$ cat src/rtl/sobel_edge3.sv
// Sobel edge detector for a 3x3 RGB window produced by the 3-line tap buffer.
// Pipeline: luma per tap -> signed Gx/Gy -> |Gx|+|Gy| saturate, threshold or grey.
// All stages advance together on clken. A frame-position counter marks border
// windows (col<2 or row<2), and those windows are forced to zero at the output.
module sobel_edge3 #(
    parameter int WIDTH  = 640,
    parameter int HEIGHT = 480
) (
    input  logic         clock,
    input  logic         reset_n,
    input  logic         clken,
    input  logic         iSOF,
    input  logic [269:0] iGrid,
    input  logic [9:0]   iThreshold,
    input  logic         iBypass,
    output logic [29:0]  oPixel,
    output logic         oValid,
    output logic         oBorder
);

    localparam int CW = (WIDTH  > 1) ? $clog2(WIDTH)  : 1;
    localparam int RW = (HEIGHT > 1) ? $clog2(HEIGHT) : 1;

    // Frame position of the window currently on iGrid.
    logic [CW-1:0] col_q, col_d;
    logic [RW-1:0] row_q, row_d;
    logic          border_d;

    // Pipeline valid bits and border flags travelling with the data.
    logic v1_q, v2_q, v3_q;
    logic b1_q, b2_q;
    logic adv_q;

    // Datapath registers.
    logic [9:0]         luma_d [9];
    logic [9:0]         y_q    [9];
    logic signed [12:0] gx_d, gy_d;
    logic signed [12:0] gx_q, gy_q;

    // Output registers.
    logic [29:0] pixel_q, pixel_d;
    logic        border_q;

    // Position counter next state and border classification of the incoming window.
    // NOTE: every signal written here gets a default first, so no path leaves it unassigned and no latch is inferred.
    always_comb begin
        col_d    = col_q;
        row_d    = row_q;
        border_d = 1'b0;
        if (iSOF) begin
            border_d = 1'b1;
            col_d    = CW'(1);
            row_d    = '0;
        end else begin
            border_d = (col_q < CW'(2)) || (row_q < RW'(2));
            if (col_q == CW'(WIDTH - 1)) begin
                col_d = '0;
                row_d = (row_q == RW'(HEIGHT - 1)) ? '0 : row_q + RW'(1);
            end else begin
                col_d = col_q + CW'(1);
            end
        end
    end

    // Stage 1 combinational: luma = (R + 2G + B) >> 2 for every tap.
    always_comb begin
        for (int k = 0; k < 9; k++) begin
            logic [29:0] pix;
            logic [11:0] sum;
            pix       = iGrid[k*30 +: 30];
            sum       = {2'b00, pix[29:20]} + {1'b0, pix[19:10], 1'b0} + {2'b00, pix[9:0]};
            luma_d[k] = sum[11:2];
        end
    end

    // Stage 2 combinational: Sobel gradients. Results fit in 13 signed bits,
    // so modulo-2^13 arithmetic on the zero-extended lumas gives the exact value.
    always_comb begin
        logic [12:0] xp, xn, yp, yn;
        xp   = {3'b000, y_q[8]} + {2'b00, y_q[5], 1'b0} + {3'b000, y_q[2]};
        xn   = {3'b000, y_q[6]} + {2'b00, y_q[3], 1'b0} + {3'b000, y_q[0]};
        yp   = {3'b000, y_q[8]} + {2'b00, y_q[7], 1'b0} + {3'b000, y_q[6]};
        yn   = {3'b000, y_q[2]} + {2'b00, y_q[1], 1'b0} + {3'b000, y_q[0]};
        gx_d = signed'(xp - xn);
        gy_d = signed'(yp - yn);
    end

    // Stage 3 combinational: magnitude, saturation and output pixel selection.
    always_comb begin
        logic [12:0] ax, ay, mag;
        logic [9:0]  sat;
        ax  = gx_q[12] ? 13'(-gx_q) : 13'(gx_q);
        ay  = gy_q[12] ? 13'(-gy_q) : 13'(gy_q);
        mag = ax + ay;
        sat = (mag > 13'd1023) ? 10'd1023 : mag[9:0];
        pixel_d = '0;
        if (b2_q) begin
            pixel_d = '0;
        end else if (iBypass) begin
            pixel_d = {sat, sat, sat};
        end else if (sat >= iThreshold) begin
            pixel_d = 30'h3FFFFFFF;
        end
    end

    // Control state: counters, valid/border pipeline and the output registers.
    // NOTE: sequential state uses non-blocking assignments so every register samples pre-edge values.
    always_ff @(posedge clock) begin
        if (!reset_n) begin
            col_q    <= '0;
            row_q    <= '0;
            v1_q     <= 1'b0;
            v2_q     <= 1'b0;
            v3_q     <= 1'b0;
            b1_q     <= 1'b0;
            b2_q     <= 1'b0;
            adv_q    <= 1'b0;
            pixel_q  <= '0;
            border_q <= 1'b0;
        end else begin
            adv_q <= clken;
            if (clken) begin
                col_q <= col_d;
                row_q <= row_d;
                v1_q  <= 1'b1;
                v2_q  <= v1_q;
                v3_q  <= v2_q;
                b1_q  <= border_d;
                b2_q  <= b1_q;
                if (v2_q) begin
                    pixel_q  <= pixel_d;
                    border_q <= b2_q;
                end
            end
        end
    end

    // Datapath registers carry no reset; the valid bits alone decide whether they matter.
    // NOTE: wide data/array registers are deliberately left unreset -- clearing the valid pipeline discards them.
    always_ff @(posedge clock) begin
        if (clken) begin
            y_q  <= luma_d;
            gx_q <= gx_d;
            gy_q <= gy_d;
        end
    end

    assign oPixel  = pixel_q;
    assign oBorder = border_q;
    // Strobe only in the cycle after an advancing edge that loaded a valid result.
    assign oValid  = v3_q & adv_q;

endmodule

$ cat config.mk
export PLATFORM = sky130hd
export DESIGN_NAME = sobel_edge3
export DESIGN_NICKNAME = d
export VERILOG_FILES = /design/src/rtl/sobel_edge3.sv
export SDC_FILE = /design/constraint.sdc
export NUM_CORES = 1
export LEC_CHECK = 0
export ABC_AREA = 1
export BUFFER_PORTS_ARGS = -buffer_cell sky130_fd_sc_hd__buf_2
export CAP_MARGIN = 40
export CORE_MARGIN = 1
export CORE_UTILIZATION = 60
export CTS_CLUSTER_DIAMETER = 120
export DETAILED_ROUTE_END_ITERATION = 7
export PLACE_DENSITY = 0.84
export SYNTH_ARGS = -nofsm -noshare
export SYNTH_HDL_FRONTEND = slang
export SYNTH_SLANG_ARGS = --single-unit
$ cat constraint.sdc
create_clock -name clock -period 7.02 [get_ports clock]
set_input_delay 1.404 -clock clock [delete_from_list [all_inputs] [get_ports clock]]
set_output_delay 1.404 -clock clock [all_outputs]
set_load 0.01 [all_outputs]
== Yosys cells after proc, flatten, opt, wreduce, memory -nomap -nowiden ==
Index checks and enable logic that the tools add are counted.
Word-level totals
  register bits: 162
  bits of input ports: 285
  output and inout bits: 32
  logic and storage cells: 74
Operators by class
  add/subtract/negate cells: 31
  order comparisons: 4
  equality and inequality tests: 2
  multiplexer cells: 12
  bitwise logic cells: 1
  reductions and logical operators: 4
Operators with widths (number)
  $add 10x11->12: 12
  $add 12x10->12: 8
  $mux 30: 3
  $add 12x10->13: 4
  $mux 10: 3
  $mux 9: 3
  $mux 13: 2
  $neg 13->13: 2
  $sub 13x13->13: 2
  $add 13x13->13: 1
  $gt 13x10->1 const B: 1
  $add 10x1->10 const B: 1
  $eq 10x10->1 const B: 1
  $ge 10x10->1: 1
  $lt 10x2->1 const B: 1
  $add 9x1->9 const B: 1
  $eq 9x9->1 const B: 1
  $lt 9x2->1 const B: 1
  $reduce_and 2->1: 2
  $reduce_bool 2->1: 1
  $and 1x1->1: 1
  $logic_or 1x1->1: 1
  $mux 1: 1

== Logic depth before layout (Yosys ltp) ==
Gate-level depths: netlist of run 1.
  depth after elaboration: 9
  gate-level depth with buffers: 28
  gate-level depth less buffers: 27

== Worst setup path after synthesis of run 1 ==
Ideal clock, no wire load.
  path type: flip-flop to flip-flop
  from: register gy_q[2]
  to: register pixel_q[22] (netlist: oPixel[22])
  arrival time: 3497 ps
  setup slack: 3390 ps
  cell stages (with the launch flop): 26
  buffers on the path: 1
  cell sequence: edfxtp_1 nor3_1 nand2_1 a21oi_1 a41oi_1 xor2_1 ha_1 nand2_1 nor2_1 nand3_1 nand3_1 inv_1 nand2_1 nand2_1 nor2_2 nand2_1 clkinv_1 nand2_1 ha_1 a21oi_1 o21a_1 o2111ai_1 o21a_1 buf_2 nand2_1 a21oi_1
On the way
  cells in the longest elaborated chain, start to end: 9
Ends and longest elaborated chain
  start, declared: line 38  | logic signed [12:0] gx_q, gy_q;
  start signal, assigned: line 144  | gy_q <= gy_d;
  $neg 13->13: line 93  | ay = gy_q[12] ? 13'(-gy_q) : 13'(gy_q);
  $mux 13 *: line 93
  $add 13x13->13 *: line 94  | mag = ax + ay;
  $gt 13x10->1: line 95  | sat = (mag > 13'd1023) ? 10'd1023 : mag[9:0];
  $mux 10 *: line 95
  $ge 10x10->1: line 101  | end else if (sat >= iThreshold) begin
  $mux 30: line 101
  $mux 30 *: line 99  | end else if (iBypass) begin
  $mux 30 *: line 97  | if (b2_q) begin
  end signal, assigned: line 131  | pixel_q <= pixel_d;
  end, declared: line 41  | logic [29:0] pixel_q, pixel_d;
Every way passes the cells marked *; elsewhere a longest branch is shown, timed or not.
A chain may end at the register's enable or synchronous reset.

== Worst setup path in the final report of run 1 ==
  from: register gy_q[2]
  to: register pixel_q[27] (netlist: oPixel[27])
The elaborated chain is that of the path after synthesis.

==> results of run 1 <==
metal layers:
| layer | up-vias | wire length [um] |
|---|---|---|
| met3 | 98 | 1363 |
| li1 | 5079 | - |
| met1 | 5057 | 11700 |
| met5 | - | 0 |
| met4 | 0 | 1336 |
| met2 | 394 | 16170 |
worst max-delay path: cells and delay by family, from the launching register on:
kind            cells  cell delay, ps
flops               1             450
xor+xnor            1             180
fa+ha+maj           2             670
simple gates       15            1900
compound gates      5            1110
buf+inv             2             220
Yosys cell counts, types with 7 or more instances:
| master | number | share of area [%] |
|---|---|---|
| inv_1 | 213 | 5.9 |
| nand2_1 | 211 | 5.9 |
| fa_1 | 159 | 24 |
| ha_1 | 126 | 12 |
| a21oi_1 | 122 | 4.5 |
| edfxtp_1 | 106 | 24 |
| nor2_1 | 76 | 2.1 |
| xor2_1 | 71 | 4.6 |
| o21ai_0 | 44 | 1.6 |
| xnor2_1 | 39 | 2.5 |
| dfxtp_1 | 36 | 5.4 |
| nand3_1 | 35 | 1.3 |
| buf_4 | 21 | 1.2 |
| nand4_1 | 21 | 0.98 |
| nor3_1 | 13 | 0.48 |
| o21bai_1 | 13 | 0.73 |
| a21o_1 | 9 | 0.50 |
| o21ai_2 | 8 | 0.52 |
| a211oi_1 | 7 | 0.39 |
cell families after synthesis:
logic type | Yosys count | synth area share [%]
compound gates | 223 | 9.391
xor+xnor | 110 | 7.160
simple gates | 370 | 11.53
fa+ha+maj | 285 | 35.37
buf+inv | 246 | 7.541
flops | 142 | 29.01
flip-flops by register name, summed over array words and instances (netlist names):
signal,flops
y_q,80
v3_q,1
col_q,10
row_q,9
v1_q,1
oBorder,1
b2_q,1
gy_q,13
v2_q,1
oPixel,10
b1_q,1
gx_q,13
adv_q,1
how the worst max path moves through the flow:
| stage | from | endpoint | slack (ps) |
|---|---|---|---|
| final | gy_q[2] | oPixel[27] | 2440 |
| after global routing | gy_q[2] | oPixel[28] | 2020 |
| after CTS | gy_q[2] | oPixel[27] | 2480 |
| after detailed placement | gy_q[2] | oPixel[22] | 2480 |
| after global placement | gy_q[2] | oPixel[20] | 2590 |
| after floorplan | gy_q[2] | oPixel[22] | 3390 |
metrics by stage:
step	setup slack (ps)	std cells	hold slack [ps]	util [%]
after floorplan	3390	1376	422.9	-
after global placement	2590	1912	430.7	68.71
after detailed placement	2485	1913	435.7	68.83
after CTS	2482	1945	444.3	71.61
after global routing	2019	1946	470.2	71.62
final	2442	1946	441.7	71.62
layout make-up:
type	count	area [um2]
multi-input combinational	988	8538
tap	280	350.3
inverter	215	807.0
antenna	1	2.502
clock buffer	18	429.2
fill	1592	6212
clock inverter	14	178.9
timing repair buffer	288	1469
sequential	142	3904
==> flow_summary.yaml, run 1 <==
worst_setup_path:
  rr_worst_depth: 25
  rrSetupSlack_ps: 2440
  worst-setup-path-type: "register to register"
  rr_startpoint: "gy_q[2]"
  max_stage_delay_ps: 450
  crit_top_cell: "nand2_1"
  r2r_end: "oPixel[27]"
  start_kind: "register"
  crit_slowest_cell: "edfxtp_1"
  cp.arrival_ps: 4940
  path_max_fanout: 11
  worst_setup_path_end_kind: "register"
  required_ps: 7380
cts:
  cts_setup_buffers: 0
  cts_root_buffer: "clkbuf_16"
  cts.clk_slew.worst_paths_ps: 70
  hold_buffers: 0
  h-tree-depth: 4
  cts-resized-gates: 0
  clkLatencyLatePin_ps: 430
  cts_buffers: 17
  clockBufferDepth: 2
  cts_sinks: 142
  tritoncts: "yes"
synth:
  ys_seq_area_share_pct: 29.01
  yosys_most_used_dff: "edfxtp_1"
  ys_ff_latch: 142
  synthArstFlopShare_pct: 0
  syn-cell-area_um2: 13460
  synth_edf_count: 106
  syn-num-nets: 1946
  yosys_warnings: 0
  synthCells: 1376
  avgSynthCellArea_um2: 9.780
  synth.distinct_cells: 40
finish:
  mostFrequentLayoutCells: "285 x buf_2, 213 x inv_1, 211 x nand2_1"
  syn_to_final_growth_pct: 16.51
  final_nets: 2222
  layout_commonest_cell: "buf_2"
  fin_area_um2: 15680
  layout-drive-gt1-share_pct: 20.00
grt:
  use_met1_pct: 30.34
  antenna_found_initial: 1
  busiest_layer: "met2"
  grt_usage_pct: 27.60
  grt_pass1_vias: 10750
  use_met2_pct: 51.41
  grt_overflow_total: 0
  grt_pass1_wl_mm: 48.35
  gr-usage-met3_pct: 4.371
  grt_start_max_net_pins: 55
die:
  die_area_um2: 23030
  core_area_um2: 21890
  ios: 317
  num_rows: 54
  dieHeight_um: 151.8
  die_w_um: 151.8
  start_util_pct: 61.47
sta:
  hold_viol_final: 0
  worstMarginPinSlew_ps: 579.2
  period_needed_ps: 4579
  grt_setup_unrepaired: "no"
  setup_viol: 0
  period_share_pct: 65.22
  slew_headroom_pct: 61.21
  clock.fmax_ghz: 0.2184
  finClkSkew_ps: 11.10
  tns_ps: 0
  final_max_slew_viol_count: 0
detailed_routing:
  wl_per_cell_um: 15.71
  vias: 10630
  totalWireLength_mm: 30.57
  first_pass_iters: 5
  vias_per_cell: 5.461
  drc_errors: 0
  initialDrtViolationCount: 602
  drtAntennaViolNets: 0
run:
  drv_cap: 0
run_status:
  status: "finished, final reports clean"
min_path:
  worst_hold_path_type: "register to register"
  min_to: "v1_q"
  holdCritStartpoint: "v1_q"
  hold_depth: 2
placement:
  place_congestion: 0.8838
  hpwl_mm: 25.56
  place_area_um2: 15070
  io_buffers: 286
Power of run 1 is left out: the tool's default activity adds up to more than one toggle a clock period on the data nets, which glitch-free logic cannot reach.
==> run 2, diff against run 1 <==
--- a/config.mk
+++ b/config.mk
@@ -9,10 +9,10 @@
 export BUFFER_PORTS_ARGS = -buffer_cell sky130_fd_sc_hd__buf_2
 export CAP_MARGIN = 40
 export CORE_MARGIN = 1
-export CORE_UTILIZATION = 60
+export CORE_UTILIZATION = 56
 export CTS_CLUSTER_DIAMETER = 120
 export DETAILED_ROUTE_END_ITERATION = 7
-export PLACE_DENSITY = 0.84
+export PLACE_DENSITY = 0.79
 export SYNTH_ARGS = -nofsm -noshare
 export SYNTH_HDL_FRONTEND = slang
 export SYNTH_SLANG_ARGS = --single-unit
==> constraint.sdc (replaced) <==
create_clock -name clock -period 4.6 [get_ports clock]
set_input_delay 0.92 -clock clock [delete_from_list [all_inputs] [get_ports clock]]
set_output_delay 0.92 -clock clock [all_outputs]
set_load 0.01 [all_outputs]
==> flow_summary.yaml, run 2 (synthesis gave the netlist of run 1 again) <==
finish:
  mostFrequentLayoutCells: "285 x buf_2, 213 x inv_1, 211 x nand2_1"
  largest_reg_flops: 80
  syn_to_final_growth_pct: 16.29
  num_antenna_cells: 0
  regMostFlops: "y_q"
  layout_commonest_cell: "buf_2"
  fin_area_um2: 15650
  finish.utilization_pct: 66.47
  final_nets: 2222
  layout-drive-gt1-share_pct: 20.12
  top_regs: "y_q (80), gx_q (13), gy_q (13)"
placement:
  place_area_um2: 15100
  io_buffers: 286
  hpwl_mm: 24.56
  place_congestion: 0.8721
  pre_cts_ws_ps: 309.1
detailed_routing:
  vias_per_cell: 5.179
  totalWireLength_mm: 28.72
  first_pass_iters: 5
  initialDrtViolationCount: 578
  wl_per_cell_um: 14.47
  drtAntennaViolNets: 0
  vias: 10280
  drc_errors: 0
sta:
  worstMarginPinSlew_ps: 867.8
  clock.fmax_ghz: 0.2421
  final_max_slew_viol_count: 0
  tns_ps: 0
  period_needed_ps: 4131
  final.setup.worst_slack_ps: 468.6
  grt_setup_unrepaired: "no"
  slew_headroom_pct: 42.15
  hold_viol_final: 0
  finClkSkew_ps: 13.31
  setup_viol: 0
  period_share_pct: 89.81
cts:
  clkLatencyLatePin_ps: 430
  cts_root_buffer: "clkbuf_16"
  cts_sinks: 142
  hold_buffers: 0
  h-tree-depth: 4
  cts_buffers: 17
  tritoncts: "yes"
  clockBufferDepth: 2
  cts.clk_slew.worst_paths_ps: 70
min_path:
  holdCritStartpoint: "v1_q"
  worst_hold_path_type: "register to register"
grt:
  grt_overflow_total: 0
  grt_pass1_vias: 10530
  grt_pass1_wl_mm: 47.34
  grt_start_max_net_pins: 71
  antenna_found_initial: 0
  grt_usage_pct: 24.95
run_status:
  status: "finished, final reports clean"
die:
  die_area_um2: 24650
  die_w_um: 157.0
  core_area_um2: 23540
  ios: 317
  num_rows: 56
  dieHeight_um: 157.0
  start_util_pct: 57.16
worst_setup_path:
  max_stage_delay_ps: 450
  worst_setup_path_end_kind: "register"
  rr_startpoint: "gy_q[2]"
  start_kind: "register"
  crit_slowest_cell: "edfxtp_1"
  cp.arrival_ps: 4430
  crit_start: "gy_q[2]"
  crit_top_cell: "nand2_1"
  path_max_fanout: 11
  cp_cell_sequence: "nor3_2 > nand2_1 > a21oi_2 > a21oi_1 > xor2_1 > ha_1 > a21oi_1 > nor2_1 > nor2_1 > nand2_1 > nand2_1 > nand2_1 > nand2_1 > clkinv_1 > nand2_1 > ha_1 > a21oi_1 > o21ai_0 > nand2_1 > o2111ai_1 > o21a_2 > nand2_1 > a21oi_1"
  worst-setup-path-type: "register to register"
  required_ps: 4900
run:
  drv_cap: 0
run 2: cell types whose count changed in the layout (fill, tap and decap cells not counted), moves of 2 or more:
cell	change
nor3_2	+2
clkinv_4	+2
clkinv_1	+3
bufinv_16	-3
nor3_1	-2
run 2: area by class of cell:
type | instances | area [um2]
multi-input cells | 988 | 8553
fillers | 1885 | 7894
flip-flops and latches | 142 | 3904
repair buffers | 288 | 1449
inverters | 215 | 807.0
clock buffers | 17 | 425.4
well taps | 319 | 399.1
clock inverters | 15 | 111.4
run 2: final timing paths:
path / end / slack [ps] / depth (start not counted)
worst max-delay path: oPixel[20] / 470 / 23
worst min register to register: v1_q / 460 / 2
worst min-delay path: v1_q / 460 / 2
worst max register to register: oPixel[20] / 470 / 23
run 2: through the flow:
step | hold WS (ps) | std cells
detailed placement | 451.3 | 1952
global placement | 432.6 | 1952
global route | 475.2 | 1984
finish | 459.4 | 1984
CTS | 462.2 | 1984
floorplan | 422.9 | 1376
run 2: layer usage:
metal | global-route usage, % | up-vias | share of wire, %
met3 | 4.350 | 52 | 4.8
met4 | 9.940 | 0 | 2.7
met2 | 46.05 | 293 | 53
met1 | 28.53 | 4858 | 40
li1 | - | 5073 | -
met5 | 0 | - | 0
run 2: what timing repair did:
item	in CTS	in global routing
endpoints found under the setup margin	0	10
resized for setup	0	4
buffers inserted	0	0
run 2: critical path: cells and delay by family, from the launching register on:
family | cells | cell delay (ps)
DFF | 1 | 450
buffers and inverters | 1 | 210
adders and majority gates | 2 | 580
AOI/OAI and AO/OA | 8 | 1260
and+or+nand+nor | 11 | 1350
xor gates and xnor gates | 1 | 160
Power of run 2 is left out for the same reason.
